## src/rtl/hex_display_scanner_if.sv

```systemverilog
// Display-side bundle for hex_display_scanner: word/control inputs and the
// active-low anode, segment and decimal-point lines of the 8-digit display.
interface hex_display_scanner_if;
    logic [31:0] value;
    logic        freeze;
    logic        blank;
    logic [7:0]  dp_mask;
    logic [7:0]  AN;
    logic [6:0]  SEG;
    logic        DP;

    modport master (
        output value, freeze, blank, dp_mask,
        input  AN, SEG, DP
    );

    modport slave (
        input  value, freeze, blank, dp_mask,
        output AN, SEG, DP
    );
endinterface

```

## src/rtl/hex_display_scanner.sv

```systemverilog
// Scans a 32-bit word as 8 hex digits onto a common-anode 7-segment display,
// capturing the word once per frame. Define HEX_DISPLAY_LZB_EN for leading-zero blanking.
module hex_display_scanner #(
    parameter int REFRESH_DIV = 100000
) (
    input  logic                   CLK,
    input  logic                   reset,
    hex_display_scanner_if.slave   disp
);

    localparam int DIV_W = $clog2(REFRESH_DIV);
    localparam logic [DIV_W-1:0] DIV_LAST = DIV_W'(REFRESH_DIV - 1);

    logic [DIV_W-1:0] div_cnt;
    logic [2:0]       idx;
    logic [31:0]      snap;
    logic             tick;
    logic [3:0]       nibble;
    logic             lit;

    assign tick   = (div_cnt == DIV_LAST);
    assign nibble = snap[{idx, 2'b00} +: 4];

`ifdef HEX_DISPLAY_LZB_EN
    // Highest nonzero nibble; digit 0 stays lit even when snap is all zero.
    logic [2:0] msd;

    always_comb begin
        msd = 3'd0;
        for (int k = 1; k < 8; k++) begin
            if (snap[4*k +: 4] != 4'h0) begin
                msd = 3'(k);
            end
        end
    end

    assign lit = !disp.blank && (idx <= msd);
`else
    assign lit = !disp.blank;
`endif

    function automatic logic [6:0] decode(input logic [3:0] hex);
        case (hex)
            4'h0:    decode = 7'h40;
            4'h1:    decode = 7'h79;
            4'h2:    decode = 7'h24;
            4'h3:    decode = 7'h30;
            4'h4:    decode = 7'h19;
            4'h5:    decode = 7'h12;
            4'h6:    decode = 7'h02;
            4'h7:    decode = 7'h78;
            4'h8:    decode = 7'h00;
            4'h9:    decode = 7'h10;
            4'hA:    decode = 7'h08;
            4'hB:    decode = 7'h03;
            4'hC:    decode = 7'h46;
            4'hD:    decode = 7'h21;
            4'hE:    decode = 7'h06;
            default: decode = 7'h0E;
        endcase
    endfunction

    // value is only captured at the last tick of a frame, so a digit pattern never tears.
    always_ff @(posedge CLK) begin
        if (reset) begin
            div_cnt  <= '0;
            idx      <= 3'd0;
            snap     <= 32'h0;
            disp.AN  <= 8'hFF;
            disp.SEG <= 7'h7F;
            disp.DP  <= 1'b1;
        end else begin
            div_cnt <= tick ? '0 : div_cnt + 1'b1;
            if (tick) begin
                idx <= idx + 3'd1;
                if (idx == 3'd7 && !disp.freeze) begin
                    snap <= disp.value;
                end
            end
            disp.AN  <= lit ? ~(8'b1 << idx) : 8'hFF;
            disp.SEG <= decode(nibble);
            disp.DP  <= ~disp.dp_mask[idx];
        end
    end

endmodule

```

## src/flat_wrapper.sv

```systemverilog
// flat-port wrapper written by rule: the top's interface ports become plain ports
module hex_display_scanner_flat 
#(
    parameter int REFRESH_DIV = 100000
)
  (CLK, reset, disp_value, disp_freeze, disp_blank, disp_dp_mask, disp_AN, disp_SEG, disp_DP);
  hex_display_scanner_if disp_i ();
  input  logic CLK;
  input  logic reset;
  input wire logic [$bits(disp_i.value)-1:0] disp_value;
  input wire logic [$bits(disp_i.freeze)-1:0] disp_freeze;
  input wire logic [$bits(disp_i.blank)-1:0] disp_blank;
  input wire logic [$bits(disp_i.dp_mask)-1:0] disp_dp_mask;
  output wire logic [$bits(disp_i.AN)-1:0] disp_AN;
  output wire logic [$bits(disp_i.SEG)-1:0] disp_SEG;
  output wire logic [$bits(disp_i.DP)-1:0] disp_DP;
  assign disp_i.value = disp_value;
  assign disp_i.freeze = disp_freeze;
  assign disp_i.blank = disp_blank;
  assign disp_i.dp_mask = disp_dp_mask;
  assign disp_AN = disp_i.AN;
  assign disp_SEG = disp_i.SEG;
  assign disp_DP = disp_i.DP;
  hex_display_scanner #(.REFRESH_DIV(REFRESH_DIV)) u_core (.CLK(CLK), .reset(reset), .disp(disp_i));
endmodule
```

## config.mk

```make
export PLATFORM = sky130hd
export DESIGN_NAME = hex_display_scanner_flat
export DESIGN_NICKNAME = d
export VERILOG_FILES = /design/src/rtl/hex_display_scanner_if.sv /design/src/rtl/hex_display_scanner.sv /design/src/flat_wrapper.sv
export SDC_FILE = /design/constraint.sdc
export NUM_CORES = 1
export LEC_CHECK = 0
export ABC_CLOCK_PERIOD_IN_PS = 2900
export BUFFER_PORTS_ARGS = -buffer_cell sky130_fd_sc_hd__buf_2
export CAP_MARGIN = 10
export CORE_UTILIZATION = 25
export CTS_CLUSTER_DIAMETER = 60
export DETAILED_ROUTE_END_ITERATION = 12
export GPL_ROUTABILITY_DRIVEN = 1
export PLACE_DENSITY_LB_ADDON = 0.1
export SLEW_MARGIN = 20
export SYNTH_ARGS = -nofsm -noshare
export SYNTH_HDL_FRONTEND = slang
export SYNTH_SLANG_ARGS = --single-unit
```

## constraint.sdc

```tcl
create_clock -name CLK -period 2.9 [get_ports CLK]
set_input_delay 0.435 -clock CLK [delete_from_list [all_inputs] [get_ports CLK]]
set_output_delay 0.435 -clock CLK [all_outputs]
set_load 0.02 [all_outputs]
```

### Word level (Yosys, flattened, before mapping)

Memory sizes are Yosys's and may differ from the RTL's. A register that Yosys moved wholly into a read port is not among the register bits.
Index checks and enable logic that the tools add are counted.

* add/subtract/negate cells: 2
* $lt $le $gt $ge: 1
* equality and inequality tests: 2
* shifts and indexed selects: 2
* muxes and demuxes: 2
* bitwise logic cells: 2
* reductions and logical operators: 5

Operators with widths (count)
* variable part select 32 x 6 -> 4 bit: 1
* adder 17 x 1 -> 17 bit, second input constant: 1
* equality test 17 bit, second input constant: 1
* inverter 8 bit: 1
* left shift 1 x 3 -> 8 bit, first input constant: 1
* < comparator 3 x 4 -> 1 bit, second input constant: 1
* OR reduction 2 bit: 2
* adder 3 x 1 -> 3 bit, second input constant: 1
* binary-select mux 1 bit (select 3 bit): 1
* equality test 3 bit, second input constant: 1
* AND reduction 2 bit: 1
* logical AND 1 bit: 1
* logical NOT 1 bit: 1
* 2-to-1 mux 1 bit: 1
* inverter 1 bit: 1

* register bits: 61
* memory bits (read-only): 112
* logic and storage cells: 22
* memories: 1

Memories
* (no name shown): words 16, width 7, read ports 1, clocked after memory_dff 1, write ports 0, line hex_display_scanner.sv:43 `case (hex)`

### Depth between registers and ports, before layout

* depth after elaboration: 3
* depth in mapped cells: 10

### Worst setup path after synthesis

Ideal clock, no wire load.

* path kind: register to register
* start: reg u_core.idx[0]
* end: reg u_core.disp.SEG[3]
* arrival time: 2.394 ns
* required time: 2.766 ns
* path slack: 0.371 ns
* cell stages (with the launch flop): 10
* path buffers: 1
* cell sequence: dfxtp_1 -> buf_2 -> mux4_2 -> mux2i_1 -> inv_1 -> ha_1 -> inv_1 -> nor3_1 -> a2111oi_0 -> a31oi_1

* cells in the longest elaborated chain, start to end: 1

RTL lines
* start: declaration: line hex_display_scanner.sv:15 `logic [2:0] idx;`
* start signal: assignment: line hex_display_scanner.sv:75 `idx <= idx + 3'd1;`
* variable part select 32 x 6 -> 4 bit: line hex_display_scanner.sv:22 `assign nibble = snap[{idx, 2'b00} +: 4];`
* end: declaration: line hex_display_scanner_if.sv:19 `output AN, SEG, DP`

Every way passes these cells.
A chain may end at the register's enable or synchronous reset.

### Worst setup path after layout

* start: reg u_core.idx[1]
* end: reg u_core.disp.SEG[3]

Same word-level chain as after synthesis.

==> reports/metrics.cfg <==
[detailed_routing]
drc=0
num_vias=2309
vias_per_cell=4.46
drtAntennaViolNets=0
finalWirelength_um=6980
drtIter0Drc=55
drt_pre_antenna_iters=6
avgRoutedWirePerCell_um=13.5

[yosys]
seq_area_frac_synth_pct=44.0
synth-edff-count=0
synthTopCellsByArea=dfxtp_1, mux2i_1, nor2_1
ys.warnings.count=0
synth_largest_type_area_fraction_pct=44.0
netlist_area_sq_um=3090
synth_cell_types=44
netlist_instances=306
synth_nets=363
synth_top_area_cell=dfxtp_1
synth_area_per_cell_sq_um=10.1
synth_ff_type=dfxtp_1
ys_ff_latch=68
async_flop_share_pct=0

[layout]
fillCellCount=1293
instances_no_fill=518
nets=425
drive_gt1_share_pct=25.6
stdcell_area_sq_um=3800
syn_to_final_growth_pct=23.1
diodes=0
postLayoutCoreUtil_pct=31.7

[place]
gp_congestion=0.747
dp.cells=504
placed_area_sq_um=3510
place_hpwl_um=5120
pre_cts_ws_ps=260
port_buffers=59

[die]
core_sq_um=12000
io-pin-count=60
rows=40
die_w_um=113
die-area_sq_um=12800
start_util_pct=25.7
die_y_um=113

[sta]
whs_ps=340
worstMarginPinSlew_ps=543
max_freq_mhz=382
drv_slew=0
setup_slack_ps=284
rsz0062_at_grt=no
fin_crit_ps=2620
hold_viol_final=0
relSlewSlack_pct=63.8
finalSetupViolations=0
clock_skew_ps=5.39
tns_ps=0
min_period_over_period_pct=90.2

[power]
peakVddDrop_mv=0.227
power_leakage_nw=1.77
finalPower_mw=2.11
power.density_nw_per_um2=554

[setup_path]
critPathArrivalTime_ps=2810
reg2reg_setup_slack_ps=280
worstReg2RegEnd=u_core.disp.SEG[3]
ff2ff_path_depth=9
crit_slowest_cell=dfxtp_1
worstPathRequired_ps=3100
critPathKind=reg2reg
endpoint_kind=flop
reg2reg_from=u_core.idx[1]
cp_max_fo=9
cpMostUsedCell=inv_1
path_cells=mux4_2 > nand2_1 > and2_1 > inv_1 > ha_1 > inv_1 > nor3_1 > a2111oi_0 > a31oi_1
start_kind=flop
critPathMaxStageDelay_ps=630

[min_path]
hold_start=disp_value[30]
min_path_cells=3
worstHoldEndpoint=u_core.snap[30]
holdCritPathClass=in2reg

[global_route]
use_met2_pct=18.9
grt_pass1_vias=2295
overflow=0
grtUsageMet1_pct=14.7
grt_antenna_before_repair=0
gr-usage-all-layers_pct=11.8
use_met3_pct=3.54
grt_pass1_wl_um=11500
grt-busiest-layer=met2
grt_max_degree=33

[cts]
cts_buffers=9
path_clk_slew_ps=50
insertion_delay_ps=320
cts.sinks=68
cts.hold.buffers_added=0
cts_root_buf=clkbuf_16
cts_resized=0
htree_levels=3
clockBufferDepth=2
post_cts.repair.setup_buffers=0
tritoncts=built

[status]
status=finished clean

[job]
max-cap-violations=0

==> report_power, final <==
group | internal, mW | total (mW) | switching (mW) | leakage (nW)
Sequential | 0.944 | 0.949 | 0.00423 | 0.551
Clock | 0.701 | 1.08 | 0.380 | 0.145
Combinational | 0.0365 | 0.0789 | 0.0425 | 1.08
Total | 1.68 | 2.11 | 0.427 | 1.77
==> cells in the mapped netlist, drive strengths merged, types with 2 or more instances <==
cell type  instances
dfxtp             68
nor2              63
mux2i             40
nand2             17
xnor2             14
ha                13
clkbuf            10
inv                8
mux4               8
buf                7
and3               5
nand3              5
nor3               5
nand2b             4
nand4              4
a221o              3
mux2               3
xor2               3
a21o               2
a31oi              2
and2               2
or3                2
or4                2
or4b               2
==> how the worst max path moves through the flow <==
stage,depth (start not counted),to,from
finish,9,u_core.disp.SEG[3],u_core.idx[1]
detailed placement,10,u_core.disp.SEG[3],u_core.idx[0]
global route,10,u_core.disp.SEG[3],u_core.idx[0]
global placement,10,u_core.disp.SEG[3],u_core.idx[0]
CTS,10,u_core.disp.SEG[3],u_core.idx[0]
floorplan,9,u_core.disp.SEG[3],u_core.idx[0]
==> sequential cells by signal (all words and copies together), names as in the netlist <==
name,count
u_core.div_cnt,17
u_core.disp.SEG,7
u_core.disp.AN,8
u_core.idx,3
u_core.disp.DP,1
u_core.snap,32
==> per-layer routing <==
| metal | share of wire [%] | vias to the layer above |
|---|---|---|
| li1 | - | 1166 |
| met1 | 48 | 1090 |
| met2 | 46 | 44 |
| met3 | 4.8 | 9 |
| met4 | 1.6 | 0 |
| met5 | 0 | - |
==> placed cells by master, fill, tap and decap left out, types with 2 or more instances in the layout <==
master     Yosys  final
or3_1          2      2
buf_4          1      9
nand3_1        5      5
clkbuf_8       0      2
xor2_1         3      3
clkbuf_16      0      9
mux4_2         8      8
buf_2          2     59
a21o_1         2      2
xnor2_1       14     14
ha_1          13     13
dfxtp_1       68     68
inv_1          8      8
a31oi_1        2      2
nand4_1        4      4
nor3_1         5      5
and2_1         2      2
nor2_1        63     63
and3_1         4      4
a221o_1        3      3
mux2_2         2      2
mux2i_1       40     40
nand2_1       17     17
nand2b_1       4      4
==> cells by family (layout without fill, tap and decap cells) <==
family	Yosys count	count (layout)	share of synthesized area [%]
adders and majority gates	13	13	5.26
muxes	51	51	19.9
AOI/OAI and AO/OA	16	16	4.05
DFF	68	68	44.0
and+or+nand+nor	114	114	16.6
buffers and inverters	27	92	5.34
xor gates and xnor gates	17	17	4.82
==> critical path, delay by kind of cell, from the launching register on <==
kind                       cells  cell delay [ps]
DFF                            1              630
muxes                          1              590
AOI/OAI and AO/OA              2              460
and+or+nand+nor                3              410
adders and majority gates      1              200
buffers and inverters          2              180
==> layout make-up <==
class	count	area, sq um	share of cell area, %
timing repair buffer	68	363	9.54
sequential	68	1360	35.8
multi-input combinational	211	1570	41.2
inverter	10	38.8	1.02
tap	147	184	4.84
clock buffer	12	256	6.74
clock inverter	2	35.0	0.921
Note: power is estimated with default switching activity, not from simulation.
